`config.mk`:
```
export PLATFORM = sky130hd
export DESIGN_NAME = memo_apply_ctrl
export DESIGN_NICKNAME = d
export VERILOG_FILES = /design/src/rtl/memo_apply_ctrl.sv
export SDC_FILE = /design/constraint.sdc
export NUM_CORES = 1
export LEC_CHECK = 0
export ABC_AREA = 1
export BUFFER_PORTS_ARGS = -buffer_cell sky130_fd_sc_hd__clkbuf_2
export CORE_ASPECT_RATIO = 0.8
export CORE_MARGIN = 3
export CORE_UTILIZATION = 28
export DETAILED_ROUTE_END_ITERATION = 7
export SLEW_MARGIN = 10
export SYNTH_ARGS = -nofsm -noshare
export SYNTH_HDL_FRONTEND = slang
export SYNTH_SLANG_ARGS = --single-unit
```
`constraint.sdc`:
```
create_clock -name clk -period 1.9 [get_ports clk]
set_input_delay 0.095 -clock clk [delete_from_list [all_inputs] [get_ports clk]]
set_output_delay 0.095 -clock clk [all_outputs]
set_load 0.01 [all_outputs]
```
`src/rtl/memo_apply_ctrl.sv`:
```
`default_nettype none
// ============================================================================
// Module   : memo_apply_ctrl
// Function : Region-start sequencer that looks up a memo entry, replays its
//            register writes through one regfile port, then redirects the PC.
//            Optional statistics counters under MEMO_APPLY_STATS_EN.
// Revision : 1.0 - initial release
// ============================================================================
module memo_apply_ctrl #(
    parameter int MAX_WRITES = 3,
    parameter int CNT_W      = 32
) (
    input  logic                    clk,
    input  logic                    rst,
    input  logic                    memo_enable,
    input  logic                    start_valid,
    input  logic [31:0]             start_pc,
    output logic                    start_ready,
    output logic                    lk_req_valid,
    output logic [31:0]             lk_start_pc,
    input  logic                    lk_hit,
    input  logic [31:0]             lk_next_pc,
    input  logic [MAX_WRITES-1:0]   lk_wr_mask,
    input  logic [5*MAX_WRITES-1:0] lk_wr_ids,
    input  logic [32*MAX_WRITES-1:0] lk_wr_vals,
    output logic                    rf_we,
    output logic [4:0]              rf_waddr,
    output logic [31:0]             rf_wdata,
    input  logic                    rf_wready,
    output logic                    redir_valid,
    output logic [31:0]             redir_pc,
    input  logic                    redir_ready,
    output logic                    done_valid,
    output logic                    done_hit,
    output logic                    busy
`ifdef MEMO_APPLY_STATS_EN
    ,
    output logic [CNT_W-1:0]        stat_hits,
    output logic [CNT_W-1:0]        stat_misses,
    output logic [CNT_W-1:0]        stat_writes
`endif
);

    typedef enum logic [2:0] {
        S_IDLE     = 3'd0,
        S_LOOKUP   = 3'd1,
        S_WRITE    = 3'd2,
        S_REDIRECT = 3'd3,
        S_DONE     = 3'd4
    } state_t;

    if (CNT_W < 1 || MAX_WRITES < 1) begin : g_param_chk
        $error("memo_apply_ctrl: CNT_W and MAX_WRITES must be at least 1");
    end

    state_t                   r_state;
    state_t                   w_state_n;
    logic [31:0]              r_pc;
    logic                     r_en;
    logic                     r_hit;
    logic [31:0]              r_next_pc;
    logic [MAX_WRITES-1:0]    r_mask;
    logic [5*MAX_WRITES-1:0]  r_ids;
    logic [32*MAX_WRITES-1:0] r_vals;

    logic [MAX_WRITES-1:0]    w_low;
    logic                     w_found;
    logic [4:0]               w_slot_id;
    logic [31:0]              w_slot_val;
    logic [MAX_WRITES-1:0]    w_mask_n;

    // One-hot of the lowest pending slot and its id/value.
    always_comb begin
        w_low      = '0;
        w_found    = 1'b0;
        w_slot_id  = '0;
        w_slot_val = '0;
        for (int k = 0; k < MAX_WRITES; k++) begin
            if (r_mask[k] && !w_found) begin
                w_low[k] = 1'b1;
                w_found  = 1'b1;
            end
        end
        for (int k = 0; k < MAX_WRITES; k++) begin
            if (w_low[k]) begin
                w_slot_id  = w_slot_id  | r_ids[5*k +: 5];
                w_slot_val = w_slot_val | r_vals[32*k +: 32];
            end
        end
    end

    always_comb begin
        w_state_n    = r_state;
        w_mask_n     = r_mask;
        start_ready  = 1'b0;
        lk_req_valid = 1'b0;
        lk_start_pc  = '0;
        rf_we        = 1'b0;
        rf_waddr     = '0;
        rf_wdata     = '0;
        redir_valid  = 1'b0;
        redir_pc     = '0;
        done_valid   = 1'b0;
        done_hit     = 1'b0;
        busy         = (r_state != S_IDLE);
        case (r_state)
            S_IDLE: begin
                start_ready = 1'b1;
                if (start_valid) begin
                    w_state_n = S_LOOKUP;
                end
            end
            S_LOOKUP: begin
                lk_req_valid = 1'b1;
                lk_start_pc  = r_pc;
                if (r_en && lk_hit) begin
                    w_state_n = (lk_wr_mask != '0) ? S_WRITE : S_REDIRECT;
                end else begin
                    w_state_n = S_DONE;
                end
            end
            S_WRITE: begin
                // Writes to x0 are dropped without touching the regfile port.
                if (w_slot_id == 5'd0) begin
                    w_mask_n = r_mask & ~w_low;
                end else begin
                    rf_we    = 1'b1;
                    rf_waddr = w_slot_id;
                    rf_wdata = w_slot_val;
                    if (rf_wready) begin
                        w_mask_n = r_mask & ~w_low;
                    end
                end
                if (w_mask_n == '0) begin
                    w_state_n = S_REDIRECT;
                end
            end
            S_REDIRECT: begin
                redir_valid = 1'b1;
                redir_pc    = r_next_pc;
                if (redir_ready) begin
                    w_state_n = S_DONE;
                end
            end
            S_DONE: begin
                done_valid = 1'b1;
                done_hit   = r_hit;
                w_state_n  = S_IDLE;
            end
            default: w_state_n = S_IDLE;
        endcase
    end

    always_ff @(posedge clk) begin
        if (rst) begin
            r_state   <= S_IDLE;
            r_pc      <= '0;
            r_en      <= 1'b0;
            r_hit     <= 1'b0;
            r_next_pc <= '0;
            r_mask    <= '0;
            r_ids     <= '0;
            r_vals    <= '0;
        end else begin
            r_state <= w_state_n;
            if (r_state == S_IDLE && start_valid) begin
                r_pc  <= start_pc;
                r_en  <= memo_enable;
                r_hit <= 1'b0;
            end
            if (r_state == S_LOOKUP && r_en && lk_hit) begin
                r_hit     <= 1'b1;
                r_next_pc <= lk_next_pc;
                r_mask    <= lk_wr_mask;
                r_ids     <= lk_wr_ids;
                r_vals    <= lk_wr_vals;
            end
            if (r_state == S_WRITE) begin
                r_mask <= w_mask_n;
            end
        end
    end

`ifdef MEMO_APPLY_STATS_EN
    always_ff @(posedge clk) begin
        if (rst) begin
            stat_hits   <= '0;
            stat_misses <= '0;
            stat_writes <= '0;
        end else begin
            if (done_valid && done_hit && stat_hits != '1) begin
                stat_hits <= stat_hits + CNT_W'(1);
            end
            if (done_valid && !done_hit && stat_misses != '1) begin
                stat_misses <= stat_misses + CNT_W'(1);
            end
            if (rf_we && rf_wready && stat_writes != '1) begin
                stat_writes <= stat_writes + CNT_W'(1);
            end
        end
    end
`endif

endmodule
`default_nettype wire
```
==> results.ini <==
[floorplanning]
num_rows=52
die-height_um=153
floorplan.core_area_um2=25800
die-area_um2=28900
start_util_pct=29.1
floorplan.die.width_um=189
io_pins=293

[placed_design]
postPlaceCellArea_um2=9370
place_hpwl_um=17200
preCtsSetupSlack_ps=101
place_congestion=0.874
port_buffers=292

[timing]
post-route-min-period_ps=2140
max_slew_margin_vs_limit_pct=61.8
skew_ps=10.4
final.setup.worst_slack_ps=-245
finalCritPeriodShare_pct=113
fmax_mhz=466
grt_setup_unrepaired=yes
setup_viol=37
final-max-slew-violation-count=0
timing_hold_violations_final=0
max_slew.worst_pin.slew_ps=573

[yosys]
yosysWarnings=0
postSynthCellCount=1078
synth_sequential_area_ratio_pct=48.7
synth.net_count=1263
synth.top_cell.area_share_pct=48.7
synth.distinct_cells=25
synth-seq-cells=183
synth.area.top_cells=dfxtp_1, nor2_1, o21ai_0
synth_top_area_cell=dfxtp_1
syn_area_per_cell_um2=6.98
post_synth_instance_area_um2=7520

[cts]
clock_sinks=183
root_driver=clkbuf_16
max-clock-path-buffers=2
clock_transition_at_path_regs_ps=70
cts_made_buffers=17
cts_tree=yes
clk_latency_ps=440
h-tree-depth=4

[power_and_ir_drop]
p_total_w=0.00966
powerDensity_nw_per_um2=774
total_leakage_power_nw=5.39
vdd.ir_drop.worst_v=0.000574

[flow_run]
maxCapViolations=0

[routing]
initial_drt_markers=493
remaining_drc_errors=0
routed_wirelength_um=29700
wire_per_inst_um=15.7
iteration_count_of_the_initial_detailed_routing_pass=6
ant_nets=0
post_drt_via_cell_ratio=4.73
routed-via-count=8928

[worst_setup_path]
crit-reg2reg-capture=r_state[0]
category_of_the_worst_setup_path_launch_point=register
critical_path_rt_ps=1800
path_max_fanout=8
timing.reg2reg.worst_path_depth=13
regToRegStartpoint=r_mask[0]
crit_end_category=primary output
reg2reg_setup_slack_ps=110
setup.worst_path.class=register to primary output
worst_ep_arrival_time_ps=2050

[grt]
number_of_antenna_violations_at_the_first_check_in_global_routing=2
grt_pass1_wl_um=44900
grtUsageTotal_pct=19.1
gr-total-overflow=0
first_global_vias=8543
maximum_number_of_pins_on_one_net_before_global_route_repair=89

[status]
status=complete, but fails checks
failing_checks=setup timing

[layout]
fraction_of_layout_cells_with_a_size_suffix_above_1_pct=28.1
layout.cell_area.non_filler_um2=12500
final.fill_count=2441
nNetsFinal=1707
layout-area-overhead-vs-synth_pct=65.9

[hold_path]
min_delay_worst_endpoint=r_next_pc[19]
hold_path_startpoint=lk_next_pc[19]
hp-class=primary input to register
depth_of_the_worst_hold_timing_path=3

## logic make-up after synthesis
group,Yosys count,share of synthesized area (%)
compound gates,283,19.5
buf+inv,159,8.37
flops,183,48.7
simple gates,453,23.4
## cells in the mapped netlist
cell type and count:
nor2_1 302, dfxtp_1 183, o21ai_0 174, nand2_1 127
inv_1 79, a21oi_1 66, clkbuf_1 54, a31oi_1 39
buf_2 17, nand3_1 14, buf_1 4, o21ai_1 3
inv_2 2, nor2_2 2, nor2_4 2, a21oi_2 1
and3_1 1, buf_4 1, buf_6 1, clkinv_1 1
nor3_1 1, nor3_2 1, nor3b_1 1, or2_1 1
or4_1 1
## worst max-delay path by stage
stage                    start            to  slack [ps]  cells after the start
floorplan            r_mask[0]  rf_wdata[22]         310                      7
global placement    r_state[0]    r_vals[16]         210                      8
detailed placement   r_mask[0]  rf_wdata[25]         100                      9
CTS                  r_mask[1]  rf_wdata[17]        -180                     10
global route         r_mask[0]  rf_wdata[24]        -320                      9
finish               r_mask[1]  rf_wdata[25]        -240                      9
## worst max-delay path, stage by stage, from the launching register on
cell and delay [ps]:
dfxtp_4 380, nor2_4 180, nand3_2 100, nand3_1 140, nor2_2 70, nand3_4 110, nand2_8 100, clkbuf_16 210
a31oi_4 190, buf_6 130
## state kept, by name, indices dropped and copies added (netlist names)
| signal | flops |
|---|---|
| r_vals | 96 |
| r_mask | 3 |
| r_ids | 15 |
| r_pc | 32 |
| r_next_pc | 32 |
| r_en | 1 |
| r_hit | 1 |
| r_state | 3 |
## routing by layer
| metal | GRT usage (%) | up-vias | part of all wire [%] | wire length, um |
|---|---|---|---|---|
| met1 | 23.8 | 4117 | 42 | 12300 |
| met4 | 5.52 | 0 | 2.3 | 672 |
| li1 | - | 4341 | - | - |
| met2 | 32.1 | 421 | 48 | 14100 |
| met5 | 0 | - | 0 | 0 |
| met3 | 5.45 | 49 | 8.6 | 2550 |
## per-stage QoR
stage               utilization [%]  hold WS (ps)  setup TNS, ps  std cells
floorplan                         -           164              0       1078
global placement               36.3           317              0       1663
detailed placement             36.3           323              0       1663
CTS                            46.4          1.77          -5570       1879
global route                   48.3          14.9         -10580       1888
finish                         48.3          18.7          -6840       1888
## timing repair
item | CTS | global route
setup endpoints to repair | 102 | 103
resized for setup | 31 | 113
endpoints found under the hold margin | 178 | 0
pin swaps | 3 | 0
gates cloned | 2 | 2
hold buffers | 178 | 0
buffers inserted | 4 | 5
## report_power, final
| part | switching [W] | internal [W] | leakage (nW) | total [W] |
|---|---|---|---|---|
| registers | 0.0000937 | 0.00407 | 1.49 | 0.00416 |
| logic | 0.000874 | 0.000729 | 3.60 | 0.00160 |
| clock network | 0.00164 | 0.00225 | 0.303 | 0.00389 |
## final cells by class
type | instances | area [um2] | area share (%)
Sequential cell | 183 | 3680 | 29.5
Timing Repair Buffer | 502 | 3760 | 30.2
Inverter | 82 | 319 | 2.56
Multi-Input combinational cell | 736 | 3640 | 29.2
Clock buffer | 18 | 439 | 3.52
Clock inverter | 14 | 196 | 1.57
Tap cell | 351 | 439 | 3.52
Antenna cell | 2 | 5.00 | 0.0401
## cells in the final DEF, fill, tap and decap left out, types with 3 or more instances in the layout
cell / synthesis / layout
nor2_1: 302 / 273
clkbuf_2: 0 / 255
dlygate4sd3_1: 0 / 178
dfxtp_1: 183 / 178
o21ai_0: 174 / 174
nand2_1: 127 / 122
inv_1: 79 / 77
a21oi_1: 66 / 66
nor2_2: 2 / 27
buf_2: 17 / 26
a31oi_1: 39 / 19
clkbuf_16: 0 / 19
buf_4: 1 / 15
a31oi_4: 0 / 14
buf_6: 1 / 14
buf_12: 0 / 10
nand3_1: 14 / 8
nor2_4: 2 / 6
a31oi_2: 0 / 6
nand3_2: 0 / 5
nand2_2: 0 / 4
inv_6: 0 / 4
bufinv_16: 0 / 4
clkinv_2: 0 / 3
o21ai_1: 3 / 3
clkinvlp_4: 0 / 3
dfxtp_4: 0 / 3
No activity file was read; power rests on OpenSTA's default activity.
